[config.mk]
export PLATFORM = sky130hd
export DESIGN_NAME = instr_trace_buffer
export DESIGN_NICKNAME = d
export VERILOG_FILES = /design/src/rtl/instr_trace_buffer.sv
export SDC_FILE = /design/constraint.sdc
export NUM_CORES = 1
export LEC_CHECK = 0
export ABC_AREA = 0
export BUFFER_PORTS_ARGS = -buffer_cell sky130_fd_sc_hd__clkbuf_2
export CAP_MARGIN = 40
export CORE_ASPECT_RATIO = 1.2
export CORE_MARGIN = 5
export CORE_UTILIZATION = 66
export DETAILED_ROUTE_END_ITERATION = 16
export PLACE_DENSITY_LB_ADDON = 0.12
export SYNTH_ARGS = -nofsm -noshare
export SYNTH_HDL_FRONTEND = slang
export SYNTH_SLANG_ARGS = --single-unit
[constraint.sdc]
create_clock -name clk -period 14.3 [get_ports clk]
set_input_delay 2.86 -clock clk [delete_from_list [all_inputs] [get_ports clk]]
set_output_delay 2.86 -clock clk [all_outputs]
set_load 0.05 [all_outputs]
[src/rtl/instr_trace_buffer.sv]
// Instruction trace buffer: snoops instruction-register loads into a ring.
// After an opcode trigger it takes a fixed number of further captures, then
// freezes. The frozen history drains oldest-first over a valid/ready port.
module instr_trace_buffer #(
    parameter int DEPTH = 16,
    parameter int PC_W  = 64,
    parameter int POST  = 4,
    localparam int AW   = $clog2(DEPTH),
    localparam int CW   = $clog2(DEPTH + 1)
) (
    input  logic            clk,
    input  logic            reset,
    input  logic            arm,
    input  logic            cap_valid,
    input  logic [31:0]     cap_instr,
    input  logic [PC_W-1:0] cap_pc,
    input  logic            trig_en,
    input  logic [6:0]      trig_opcode,
    input  logic [6:0]      trig_mask,
    input  logic            rd_ready,
    output logic            rd_valid,
    output logic [31:0]     rd_instr,
    output logic [PC_W-1:0] rd_pc,
    output logic            rd_trig,
    output logic [1:0]      state,
    output logic [CW-1:0]   count,
    output logic            overflow
);

    typedef enum logic [1:0] {
        S_IDLE   = 2'd0,
        S_ARMED  = 2'd1,
        S_POST   = 2'd2,
        S_FROZEN = 2'd3
    } state_t;

    state_t cur_state;
    state_t nxt_state;

    logic [31:0]     mem_instr [DEPTH];
    logic [PC_W-1:0] mem_pc    [DEPTH];
    logic [DEPTH-1:0] trig_q;

    logic [AW-1:0] wp;
    logic [AW-1:0] rp;
    logic [CW-1:0] post_cnt;

    logic hit;
    logic capture;
    logic pop;

    // Read port handshake: an entry transfers on a rising edge where rd_valid
    // and rd_ready are both high. rd_valid never depends on rd_ready, and the
    // head entry holds steady while rd_valid is high and rd_ready is low.

    // Opcode trigger: masked compare of the low seven instruction bits.
    assign hit = cap_valid && trig_en &&
                 (((cap_instr[6:0] ^ trig_opcode) & trig_mask) == 7'd0);

    // arm takes priority over a same-cycle capture or pop.
    assign capture  = cap_valid && !arm && (cur_state == S_ARMED || cur_state == S_POST);
    assign rd_valid = (cur_state == S_FROZEN) && (count != '0);
    assign pop      = rd_valid && rd_ready && !arm;

    assign state    = cur_state;
    assign rd_instr = rd_valid ? mem_instr[rp] : 32'd0;
    assign rd_pc    = rd_valid ? mem_pc[rp] : '0;
    assign rd_trig  = rd_valid && trig_q[rp];

    // State register.
    always_ff @(posedge clk or negedge reset) begin
        if (!reset) begin
            cur_state <= S_IDLE;
        end else begin
            cur_state <= nxt_state;
        end
    end

    // Next-state logic: trigger, post-trigger countdown, drain to empty.
    always_comb begin
        nxt_state = cur_state;
        if (arm) begin
            nxt_state = S_ARMED;
        end else begin
            case (cur_state)
                S_ARMED: begin
                    if (capture && hit) begin
                        nxt_state = (POST == 0) ? S_FROZEN : S_POST;
                    end
                end
                S_POST: begin
                    if (capture && post_cnt == CW'(1)) begin
                        nxt_state = S_FROZEN;
                    end
                end
                S_FROZEN: begin
                    if (pop && count == CW'(1)) begin
                        nxt_state = S_IDLE;
                    end
                end
                default: ;
            endcase
        end
    end

    // Ring bookkeeping: pointers, occupancy, overflow, trigger flags.
    always_ff @(posedge clk or negedge reset) begin
        if (!reset) begin
            wp       <= '0;
            rp       <= '0;
            count    <= '0;
            overflow <= 1'b0;
            post_cnt <= '0;
            trig_q   <= '0;
        end else if (arm) begin
            wp       <= '0;
            rp       <= '0;
            count    <= '0;
            overflow <= 1'b0;
            post_cnt <= '0;
            trig_q   <= '0;
        end else if (capture) begin
            // Only the capture that fires the trigger is flagged; POST-phase
            // captures are never flagged even if their opcode matches.
            trig_q[wp] <= (cur_state == S_ARMED) && hit;
            wp         <= wp + AW'(1);
            if (count == CW'(DEPTH)) begin
                // Full ring: drop the oldest entry to make room.
                rp       <= rp + AW'(1);
                overflow <= 1'b1;
            end else begin
                count <= count + CW'(1);
            end
            if (cur_state == S_ARMED && hit) begin
                post_cnt <= CW'(POST);
            end else if (cur_state == S_POST) begin
                post_cnt <= post_cnt - CW'(1);
            end
        end else if (pop) begin
            rp    <= rp + AW'(1);
            count <= count - CW'(1);
        end
    end

    // Entry storage; contents are only ever exposed through rd_valid.
    always_ff @(posedge clk) begin
        if (capture) begin
            mem_instr[wp] <= cap_instr;
            mem_pc[wp]    <= cap_pc;
        end
    end

endmodule

==> reports/summary.txt <==
OUTCOME
--------------------------------------------------------------------------------------------------
Status                                                                                   completed

YOSYS
--------------------------------------------------------------------------------------------------
Number of storage elements in the synthesis netlist                                          1,573
Gate count of the mapped netlist                                                             2,513
Synth area leaders                                                                    edfxtp_1 76%, mux4_2 18%, dfrtp_1 1.5%
Post-synth design cell area                                                           0.0605 sq mm
Post-synth ARST share                                                                       0.0235
Most used standard cells in the synthesized netlist                                   1,536 x edfxtp_1, 485 x mux4_2, 97 x and3_1
Primary FF master, synth                                                                  edfxtp_1
Cell taking the most area after synthesis                                                 edfxtp_1
Most frequently used cell type in the post-synthesis netlist                              edfxtp_1
Share of synthesized area occupied by flip-flops and latches                                 0.777
Number of enable flip-flop cells after synthesis                                             1,536
Synth Net Count                                                                              2,643
Count of synthesis-stage warnings from yosys                                                     0
Top-area cell type share of the netlist area                                                 0.762
Post-synthesis cell type count                                                                  41
Post-synthesis area per instance                                                        24.1 sq um

DIE
--------------------------------------------------------------------------------------------------
Initial core utilization                                                                     0.667
I/O pin cnt                                                                                    222
Horizontal die dimension                                                               286 microns
Die span in y                                                                          342 microns
Count of standard-cell rows                                                                    121
Total core area                                                                       0.0908 sq mm
Die Outline Area                                                                      0.0979 sq mm

WORST SETUP PATH
--------------------------------------------------------------------------------------------------
Series of cell instances along the critical path                                      buf_16 > buf_4 > buf_4 > mux4_2 > mux4_2 > and3_1 > clkbuf_2
Crit path max fanout                                                                            41
Worst EP arrival                                                                           4610 ps
Source of the critical timing path                                                           rp[0]
Crit Path Class                                                                       flip-flop to primary output
Delay of the slowest cell on the worst path                                                 680 ps
Required time of the critical path                                                       11,440 ps
Crit path capture type                                                                primary output
Slowest-stage cell, CP                                                                       buf_4
Startpoint of the most critical register-to-register path                                 state[0]
Startpoint type of the worst setup path                                                  flip-flop

TIMING
--------------------------------------------------------------------------------------------------
Summed negative setup slack over all endpoints                                                0 ps
RSZ-0062 raised after global routing                                                            no
Achievable clock frequency                                                               0.134 GHz
Number of setup violations in the final report                                                   0
Minimum period implied by the final worst setup slack                                      7470 ps
Worst-case clock skew                                                                      30.1 ps
Slew Limit Fails                                                                                 0
Worst-case headroom to the max-slew limit                                                    0.202
Final worst-path cycle share                                                                 0.523
Actual slew at the worst max-slew pin                                                      1200 ps
Number of endpoints with negative hold slack in the final report                                 0
Hold Worst Slack                                                                            512 ps

GLOBAL ROUTING
--------------------------------------------------------------------------------------------------
Antenna violations before repair                                                                20
Met1 track demand over resource                                                              0.406
Via count of the first global-routing pass                                                  30,154
Busiest grt layer                                                                             met2
Wire length of the first global-routing pass                                          208,000 microns
Global-route total usage across every layer                                                  0.298
Pin count of the biggest net entering global routing                                           158
Met2 Use GR                                                                                  0.498
Grt total ovfl                                                                                   0
Met3 track utilization from global routing                                                  0.0647

ROUTING
--------------------------------------------------------------------------------------------------
DRC violations left                                                                              0
Post-detailed-route wirelength per cell                                               34.5 microns
Total Routed Length                                                                   142,000 microns
Number of vias per cell after detailed routing                                                6.97
Drt initial violations                                                                       4,085
Detailed Routing Iterations Pass 1                                                               6
Overall via count from detail_route                                                         28,671
Antenna Nets Post-Route                                                                          0

CTS
--------------------------------------------------------------------------------------------------
Clock network latency to the later pin of the worst-skew pair                               740 ps
Maximum clock insertion buffer count                                                             3
Hold-fix buffer count after cts                                                                  0
Count of cells resized by post-cts repair                                                        0
Clock transition time at the flip-flop clock pins of the worst setup and hold paths          60 ps
CTS tree                                                                                     built
Clock sink count                                                                             1,573
Postcts setup bufs                                                                               0
Inserted Clock Buffers                                                                         146
Cell chosen for the clock root                                                           clkbuf_16
Number of H-tree levels                                                                          4

PWR
--------------------------------------------------------------------------------------------------
Leakage power figure                                                                       21.6 nW
Power per unit of standard cell area                                                   164 mW/mm^2
Worst vdd ir                                                                            0.000146 V

RUN
--------------------------------------------------------------------------------------------------
Count of maximum capacitance violations                                                          0

CELLS AND AREA
--------------------------------------------------------------------------------------------------
Proportion of layout cells with a drive suffix above 1                                       0.344
Fillers                                                                                      4,692
Post-synthesis to final-layout area growth                                                   12.9%
Final-stage net count                                                                        2,937

HOLD PATH
--------------------------------------------------------------------------------------------------
Hold Crit Start                                                                           overflow
Worst Hold Class                                                                      flip-flop to flip-flop

PLACEMENT
--------------------------------------------------------------------------------------------------
Final weighted congestion of routability-driven global placement                             0.794
Detailed placer's ending HPWL                                                         70,800 microns
Count of buffers inserted at the top-level ports                                               221

-- final cells by class --
class / instances / area [sq um] / area share
clock buffers: 175 / 3830 / 0.0560
clock inverters: 96 / 1020 / 0.0149
inverters: 11 / 41.3 / 0.000604
repair buffers: 288 / 1990 / 0.0292
flip-flops and latches: 1573 / 47100 / 0.688
diodes: 14 / 35.0 / 0.000512
well taps: 1168 / 1460 / 0.0214
multi-input cells: 787 / 12900 / 0.189
-- power by group --
group          internal, mW  leakage [nW]  total [mW]  switching, mW
clock                  2.26          2.35        3.91           1.65
combinational         0.825          4.90        2.07           1.25
sequential             5.17          14.3        5.22         0.0508
-- per-layer routing --
metal	share of wire	wire, microns
met1	0.35	50200
met2	0.52	74300
met3	0.097	13800
met4	0.025	3560
met5	0.00046	65
-- cell families after synthesis --
family,count (synthesis),share of synthesized area
compound gates,64,0.00616
xor+xnor,13,0.00188
fa+ha+maj,14,0.00289
buf+inv,153,0.0116
flops,1573,0.777
mux,491,0.181
simple gates,205,0.0189
-- critical path: cells and delay by family, from the launching register on --
kind | cells | cell delay [ps]
buffers and inverters | 4 | 1880
multiplexers | 2 | 1110
AND/OR/NAND/NOR | 1 | 240
flip-flops | 1 | 560
-- metrics by stage --
| step | power [mW] | cell area, sq um | setup slack (ps) | cells | utilization |
|---|---|---|---|---|---|
| global placement | 7.30 | 63000 | 7050 | 3809 | 0.694 |
| floorplan | 6.81 | 60500 | 3590 | 2513 | - |
| finish | 11.2 | 68400 | 6830 | 4112 | 0.753 |
| global route | 11.6 | 68400 | 6440 | 4107 | 0.753 |
| CTS | 11.3 | 68300 | 6660 | 4097 | 0.752 |
| detailed placement | 7.38 | 63500 | 7260 | 3826 | 0.699 |
-- state kept, by name, summed over array words and instances (netlist names) --
| register | flops |
|---|---|
| mem_pc | 1024 |
| mem_instr | 512 |
| trig_q | 16 |
| count | 5 |
| post_cnt | 5 |
| rp | 4 |
| wp | 4 |
| state | 2 |
| overflow | 1 |
-- worst paths after layout --
| check | endpoint | slack (ps) | cells past startpoint |
|---|---|---|---|
| worst max-delay path | rd_pc[10] | 6830 | 7 |
| worst max register to register | mem_instr[10][28] | 9820 | 7 |
| max in group asynchronous | rp[0] | 11790 | 2 |
| worst min register to register | overflow | 510 | 2 |
| worst min-delay path | overflow | 510 | 2 |
| min in group asynchronous | trig_q[12] | 2020 | 1 |
-- cell usage in the layout (no fill, tap or decap), types with 5 or more instances in the layout --
cell,n
xor2_1,13
nor2_4,12
inv_1,11
buf_4,44
clkbuf_2,221
inv_6,5
o21ai_1,5
nand2b_1,12
clkinv_2,22
nand2_1,23
edfxtp_1,1536
a21oi_1,27
o21ai_0,12
nor2_1,16
buf_12,7
clkbuf_16,149
o22ai_1,5
bufinv_16,19
clkinv_1,35
dfrtp_1,33
diode_2,14
mux4_2,485
clkbuf_1,26
buf_16,15
clkinv_8,6
clkinvlp_4,8
and3_1,97
nand3_1,14
ha_1,13
Power figures use the tool's default switching activity.
